### src/rtl/axi_split_modify_pkg.sv
// Shared definitions for the axi_split_modify splitter: mode encodings
// (shared with the software register map) and the packet-latch FSM states.
package axi_split_modify_pkg;

  localparam logic [1:0] MODE_PASS   = 2'd0;
  localparam logic [1:0] MODE_INVERT = 2'd1;
  localparam logic [1:0] MODE_NEGATE = 2'd2;
  localparam logic [1:0] MODE_ZERO   = 2'd3;

  typedef enum logic {
    ST_IDLE   = 1'b0,
    ST_ACTIVE = 1'b1
  } state_t;

endpackage

### src/rtl/axi_split_modify_port.sv
// One output lane of the splitter: applies the data modification on write,
// buffers beats in a 2-entry FIFO and counts completed packets.
module axi_split_modify_port
  import axi_split_modify_pkg::*;
#(
  parameter int WIDTH = 32,
  parameter int CNT_W = 32
) (
  input  logic             clk,
  input  logic             reset,
  input  logic             i_wr,
  input  logic [1:0]       i_mode,
  input  logic [WIDTH-1:0] i_tdata,
  input  logic             i_tlast,
  output logic             o_full,
  output logic [WIDTH-1:0] o_tdata,
  output logic             o_tlast,
  output logic             o_tvalid,
  input  logic             i_tready,
  output logic [CNT_W-1:0] o_pkt_cnt
);

  localparam int HALF_W = WIDTH / 2;

  // Two's-complement negate of one half; the most-negative value has no
  // positive counterpart and saturates to the most-positive value.
  function automatic logic signed [HALF_W-1:0] sat_neg(input logic signed [HALF_W-1:0] v);
    logic signed [HALF_W-1:0] most_neg;
    most_neg = {1'b1, {(HALF_W-1){1'b0}}};
    if (v == most_neg) sat_neg = ~most_neg;
    else               sat_neg = -v;
  endfunction

  function automatic logic [WIDTH-1:0] modify(input logic [1:0] m, input logic [WIDTH-1:0] d);
    case (m)
      MODE_PASS:   modify = d;
      MODE_INVERT: modify = ~d;
      MODE_NEGATE: modify = {sat_neg($signed(d[WIDTH-1:HALF_W])), sat_neg($signed(d[HALF_W-1:0]))};
      default:     modify = '0;
    endcase
  endfunction

  logic [WIDTH-1:0] r_data [2];
  logic             r_last [2];
  logic             r_wptr;
  logic             r_rptr;
  logic [1:0]       r_count;
  logic [CNT_W-1:0] r_pkt_cnt;
  logic             w_wr;
  logic             w_rd;

  // A full FIFO refuses writes; a pop frees its slot only on the next cycle.
  assign o_full   = (r_count == 2'd2);
  assign o_tvalid = (r_count != 2'd0);
  assign o_tdata  = r_data[r_rptr];
  assign o_tlast  = r_last[r_rptr];
  assign w_wr     = i_wr & ~o_full;
  assign w_rd     = o_tvalid & i_tready;
  assign o_pkt_cnt = r_pkt_cnt;

  // FIFO pointers and occupancy.
  always_ff @(posedge clk) begin
    if (reset) begin
      r_wptr  <= 1'b0;
      r_rptr  <= 1'b0;
      r_count <= 2'd0;
    end else begin
      if (w_wr) r_wptr <= ~r_wptr;
      if (w_rd) r_rptr <= ~r_rptr;
      case ({w_wr, w_rd})
        2'b10:   r_count <= r_count + 2'd1;
        2'b01:   r_count <= r_count - 2'd1;
        default: r_count <= r_count;
      endcase
    end
  end

  // FIFO storage, modification applied as the beat is written.
  always_ff @(posedge clk) begin
    if (w_wr) begin
      r_data[r_wptr] <= modify(i_mode, i_tdata);
      r_last[r_wptr] <= i_tlast;
    end
  end

  // Completed-packet counter, wraps naturally.
  always_ff @(posedge clk) begin
    if (reset)                   r_pkt_cnt <= '0;
    else if (w_rd && o_tlast)    r_pkt_cnt <= r_pkt_cnt + 1'b1;
  end

endmodule

### src/rtl/axi_split_modify.sv
// 1-to-NUM_PORTS AXI-stream splitter with per-port modification and enable.
// Mode/enable are latched at packet start; each port has its own FIFO.
module axi_split_modify
  import axi_split_modify_pkg::*;
#(
  parameter int WIDTH     = 32,
  parameter int NUM_PORTS = 2,
  parameter int CNT_W     = 32
) (
  input  logic                       clk,
  input  logic                       reset,
  input  logic [2*NUM_PORTS-1:0]     mode,
  input  logic [NUM_PORTS-1:0]       enable,
  input  logic [WIDTH-1:0]           i_tdata,
  input  logic                       i_tlast,
  input  logic                       i_tvalid,
  output logic                       i_tready,
  output logic [WIDTH*NUM_PORTS-1:0] o_tdata,
  output logic [NUM_PORTS-1:0]       o_tlast,
  output logic [NUM_PORTS-1:0]       o_tvalid,
  input  logic [NUM_PORTS-1:0]       o_tready,
  output logic [CNT_W*NUM_PORTS-1:0] pkt_cnt,
  output logic [CNT_W-1:0]           drop_cnt
);

  state_t                 r_state;
  state_t                 w_state_nxt;
  logic [2*NUM_PORTS-1:0] r_act_mode;
  logic [NUM_PORTS-1:0]   r_act_en;
  logic [CNT_W-1:0]       r_drop_cnt;
  logic [2*NUM_PORTS-1:0] w_mode_set;
  logic [NUM_PORTS-1:0]   w_en_set;
  logic [NUM_PORTS-1:0]   w_full;
  logic                   w_ready;
  logic                   w_acc;
  logic                   w_latch;

  // The beat that opens a packet uses the live inputs; later beats use the latched copy.
  always_comb begin
    w_en_set   = enable;
    w_mode_set = mode;
    if (r_state == ST_ACTIVE) begin
      w_en_set   = r_act_en;
      w_mode_set = r_act_mode;
    end
  end

  // Disabled ports never stall; independent of i_tvalid.
  assign w_ready  = ~reset & (&(~w_en_set | ~w_full));
  assign i_tready = w_ready;
  assign w_acc    = i_tvalid & w_ready;
  assign drop_cnt = r_drop_cnt;

  // Packet-latch FSM next state.
  always_comb begin
    w_state_nxt = r_state;
    w_latch     = 1'b0;
    case (r_state)
      ST_IDLE: begin
        if (w_acc) begin
          w_latch = 1'b1;
          if (!i_tlast) w_state_nxt = ST_ACTIVE;
        end
      end
      ST_ACTIVE: begin
        if (w_acc && i_tlast) w_state_nxt = ST_IDLE;
      end
      default: w_state_nxt = ST_IDLE;
    endcase
  end

  // FSM state register and mode/enable latch.
  always_ff @(posedge clk) begin
    if (reset) begin
      r_state    <= ST_IDLE;
      r_act_mode <= '0;
      r_act_en   <= '0;
    end else begin
      r_state <= w_state_nxt;
      if (w_latch) begin
        r_act_mode <= mode;
        r_act_en   <= enable;
      end
    end
  end

  // Count packets that ended with every port disabled.
  always_ff @(posedge clk) begin
    if (reset)                                  r_drop_cnt <= '0;
    else if (w_acc && i_tlast && w_en_set == '0) r_drop_cnt <= r_drop_cnt + 1'b1;
  end

  for (genvar g = 0; g < NUM_PORTS; g++) begin : g_port
    axi_split_modify_port #(
      .WIDTH(WIDTH),
      .CNT_W(CNT_W)
    ) u_port (
      .clk      (clk),
      .reset    (reset),
      .i_wr     (w_acc & w_en_set[g]),
      .i_mode   (w_mode_set[2*g +: 2]),
      .i_tdata  (i_tdata),
      .i_tlast  (i_tlast),
      .o_full   (w_full[g]),
      .o_tdata  (o_tdata[WIDTH*g +: WIDTH]),
      .o_tlast  (o_tlast[g]),
      .o_tvalid (o_tvalid[g]),
      .i_tready (o_tready[g]),
      .o_pkt_cnt(pkt_cnt[CNT_W*g +: CNT_W])
    );
  end

endmodule
### config.mk
export PLATFORM = sky130hd
export DESIGN_NAME = axi_split_modify
export DESIGN_NICKNAME = d
export VERILOG_FILES = /design/src/rtl/axi_split_modify_pkg.sv /design/src/rtl/axi_split_modify_port.sv /design/src/rtl/axi_split_modify.sv
export SDC_FILE = /design/constraint.sdc
export NUM_CORES = 1
export LEC_CHECK = 0
export CORE_MARGIN = 4
export CORE_UTILIZATION = 54
export DETAILED_ROUTE_END_ITERATION = 10
export PLACE_DENSITY = 0.8
export SETUP_SLACK_MARGIN = 0.1
export SLEW_MARGIN = 20
export SYNTH_ARGS = -nofsm -noshare
export SYNTH_HDL_FRONTEND = slang
export SYNTH_HIERARCHICAL = 1
export SYNTH_SLANG_ARGS = --single-unit
### constraint.sdc
create_clock -name clk -period 4.55 [get_ports clk]
set_clock_uncertainty 0.2 [all_clocks]
set_input_delay 1.365 -clock clk [delete_from_list [all_inputs] [get_ports clk]]
set_output_delay 1.365 -clock clk [all_outputs]
set_load 0.05 [all_outputs]
==> insert_results.sql <==
INSERT INTO impl_metrics (metric_group, metric, value, unit) VALUES
('status', 'run_status', 'completed', ''),
('finish', 'antennaDiodeCount', '0', ''),
('yosys', 'post_synth_edffs', '132', ''),
('clock_tree', 'post_cts_resize_count', '0', ''),
('clock_tree', 'ctsHtreeMaxLevel', '1', ''),
('power_and_ir_drop', 'ir_worst_vdd', '276', 'uV'),
('timing', 'timing.setup.tns', '0', 'ns'),
('clock_tree', 'clock_sinks', '245', ''),
('yosys', 'synth.most_common_cell', 'edfxtp_1', ''),
('grt', 'grt_max_degree', '104', ''),
('clock_tree', 'worst_skew_pair.late_latency', '0.53', 'ns'),
('timing', 'max_slew_margin', '33.2', '%'),
('yosys', 'post_synth_instance_area', '13000', 'um2'),
('routing', 'via_per_inst', '5.97', ''),
('yosys', 'synthesized_area_per_cell', '9.91', 'um2'),
('grt', 'wire_length_of_the_first_global_routing_pass', '51800', 'um'),
('timing', 'setup_viol', '0', ''),
('finish', 'syn_to_final_growth', '25.3', '%'),
('yosys', 'synth_common_cells', 'edfxtp_1, nor2_1, dfxtp_1', ''),
('timing', 'final_hold_viol_count', '0', ''),
('floorplan', 'die_y', '163', 'um'),
('timing', 'setup_repair_after_global_routing_missed_its_margin', 'false', ''),
('routing', 'drt-initial-drc-count', '1392', ''),
('worst_setup_path', 'path_cells', 'clkdlybuf4s50_1, mux2_2, a21o_1, a21oi_2, buf_12', ''),
('floorplan', 'dieArea', '26600', 'um2'),
('grt', 'vias_in_the_first_global_route', '10082', ''),
('timing', 'finalMaxSlewViolations', '0', ''),
('power_and_ir_drop', 'p_per_area', '349', 'nW/um2'),
('yosys', 'net_count_of_the_mapped_netlist', '1364', ''),
('clock_tree', 'cts_inserted_buffers', '26', ''),
('grt', 'global_route.overflow_total', '0', ''),
('routing', 'route.detailed.drc', '0', ''),
('worst_setup_path', 'critPathMaxStageDelay', '0.45', 'ns'),
('worst_setup_path', 'crit_path_end_kind', 'primary output', ''),
('routing', 'detailedRoute.firstPassIterationCount', '6', ''),
('hold_path', 'worstHoldPathType', 'reg -> reg', ''),
('routing', 'dr_total_vias', '10948', ''),
('floorplan', 'die_width', '163', 'um'),
('clock_tree', 'cts_hold_buffers', '0', ''),
('routing', 'final_antenna_net_count', '0', ''),
('yosys', 'ys_types', '64', ''),
('placed_design', 'place.port_buffers', '208', ''),
('worst_setup_path', 'cp.arrival', '2.78', 'ns'),
('worst_setup_path', 'cp.buffers_inverters', '2', ''),
('yosys', 'yosysSeqAreaShare', '47.9', '%'),
('yosys', 'synth_top_cell_by_area', 'edfxtp_1', ''),
('clock_tree', 'cts_setup_buffers', '0', ''),
('placed_design', 'gpl.final_weighted_congestion', '0.904', ''),
('grt', 'globalRouteTotalUtil', '23.4', '%'),
('clock_tree', 'root_buffer', 'clkbuf_16', ''),
('timing', 'worst_slack', '0.201', 'ns'),
('worst_setup_path', 'critical_path_required', '2.98', 'ns'),
('yosys', 'synth-seq-cells', '245', ''),
('timing', 'timing.final.crit_period', '4.35', 'ns'),
('yosys', 'ffs_w_async_s_r_synth', '0', '%'),
('routing', 'routed_wl', '32400', 'um'),
('finish', 'fillerInstances', '1800', ''),
('grt', 'initial_antenna_violation_count', '0', ''),
('job', 'timing.max_cap.violations', '0', ''),
('yosys', 'post-synth-top-area-fraction', '30.5', '%'),
('worst_setup_path', 'worstSetupPathType', 'in -> out', ''),
('placed_design', 'post-place-ws', '0.207', 'ns'),
('clock_tree', 'cts_tree', 'built', ''),
('clock_tree', 'path_clk_slew', '0.06', 'ns'),
('floorplan', 'boundaryPins', '209', ''),
('clock_tree', 'cts_max_path_buffers', '3', ''),
('finish', 'layout-drive-gt1-share', '13.5', '%'),
('floorplan', 'core_area', '23500', 'um2'),
('yosys', 'synthesis.yosys.warnings', '6', ''),
('yosys', 'synth-main-ff-cell', 'edfxtp_1', ''),
('routing', 'wl_per_cell', '17.7', 'um');
## worst paths after layout
path	startpoint	end	depth (start not counted)	slack (ns)
worst min-delay path	drop_cnt[31]$_SDFFE_PP0P_	drop_cnt[31]$_SDFFE_PP0P_	1	0.27
worst max register to register	flip-flop	g_port[0].u_port/o_pkt_cnt[31]$_SDFFE_PP0P_	6	1.51
worst max-delay path	enable[1]	i_tready	5	0.20
worst min register to register	drop_cnt[31]$_SDFFE_PP0P_	drop_cnt[31]$_SDFFE_PP0P_	1	0.27
## cells in the final DEF (no fill, tap or decap), types with 37 or more instances in the layout
cell type,count
mux2_2,102
clkdlybuf4s50_1,205
dfxtp_1,113
inv_1,37
edfxtp_1,132
nand2_1,84
nor2_1,117
nor3_1,53
xnor2_1,38
or3_1,46
o21ai_0,68
a21oi_1,43
nor4_1,39
## state kept, by name, summed over array words and instances, names as in the netlist, named ones only
name	cells
g_port.u_port/r_data	128
r_act_en	2
g_port.u_port/r_last	4
g_port.u_port/r_rptr	2
g_port.u_port/r_count	4
r_act_mode	4
g_port.u_port/r_wptr	2
g_port.u_port/o_pkt_cnt	64
drop_cnt	32
## cells by family (layout without fill, tap and decap cells)
kind of cell    count (synthesis)  count (layout)  synth area share, %
compound gates                225             225                 11.4
xor+xnor                       63              63                 4.25
fa+ha+maj                       9               9                0.867
buf+inv                       119             324                 3.66
flops                         245             245                 47.9
mux                           117             117                 10.0
simple gates                  533             533                 21.9
## per-stage QoR
| stage | instances | utilization, % | power [mW] | instance area [um2] | hold slack, ns |
|---|---|---|---|---|---|
| after floorplan | 1311 | - | 3.29 | 13000 | 0.258 |
| after global placement | 1791 | 65.7 | 3.67 | 15500 | 0.252 |
| after detailed placement | 1791 | 65.7 | 3.69 | 15500 | 0.257 |
| after CTS | 1835 | 69.1 | 5.72 | 16300 | 0.266 |
| after global routing | 1835 | 69.1 | 5.90 | 16300 | 0.290 |
| final | 1835 | 69.1 | 5.68 | 16300 | 0.267 |
## per-layer routing
metal	share of wire (%)	track usage, %
met5	0	0
met4	2.1	5.18
met3	8.0	3.43
met2	46	37.1
met1	44	34.4
## final cells by class
type / instances / area, um2 / area share (%)
clock buffer: 34 / 701 / 4.30
timing repair buffer: 241 / 2380 / 14.7
clock inverter: 10 / 114 / 0.699
tap: 319 / 399 / 2.45
sequential: 245 / 6230 / 38.2
multi-input combinational: 947 / 6310 / 38.7
inverter: 39 / 146 / 0.899
## where the power goes
group	internal (mW)	switching [mW]	total, mW
sequential	2.42	0.0309	2.45
clock	1.19	0.830	2.02
combinational	0.440	0.763	1.20
## worst reg2reg max path: stages, from the launching register on
cell	delay, ns
dfxtp_1	0.31
buf_4	0.39
mux2i_1	0.16
buf_4	0.19
or4_1	0.83
nor4_1	0.48
mux2_2	0.37
No activity file was read; power rests on OpenSTA's default activity.
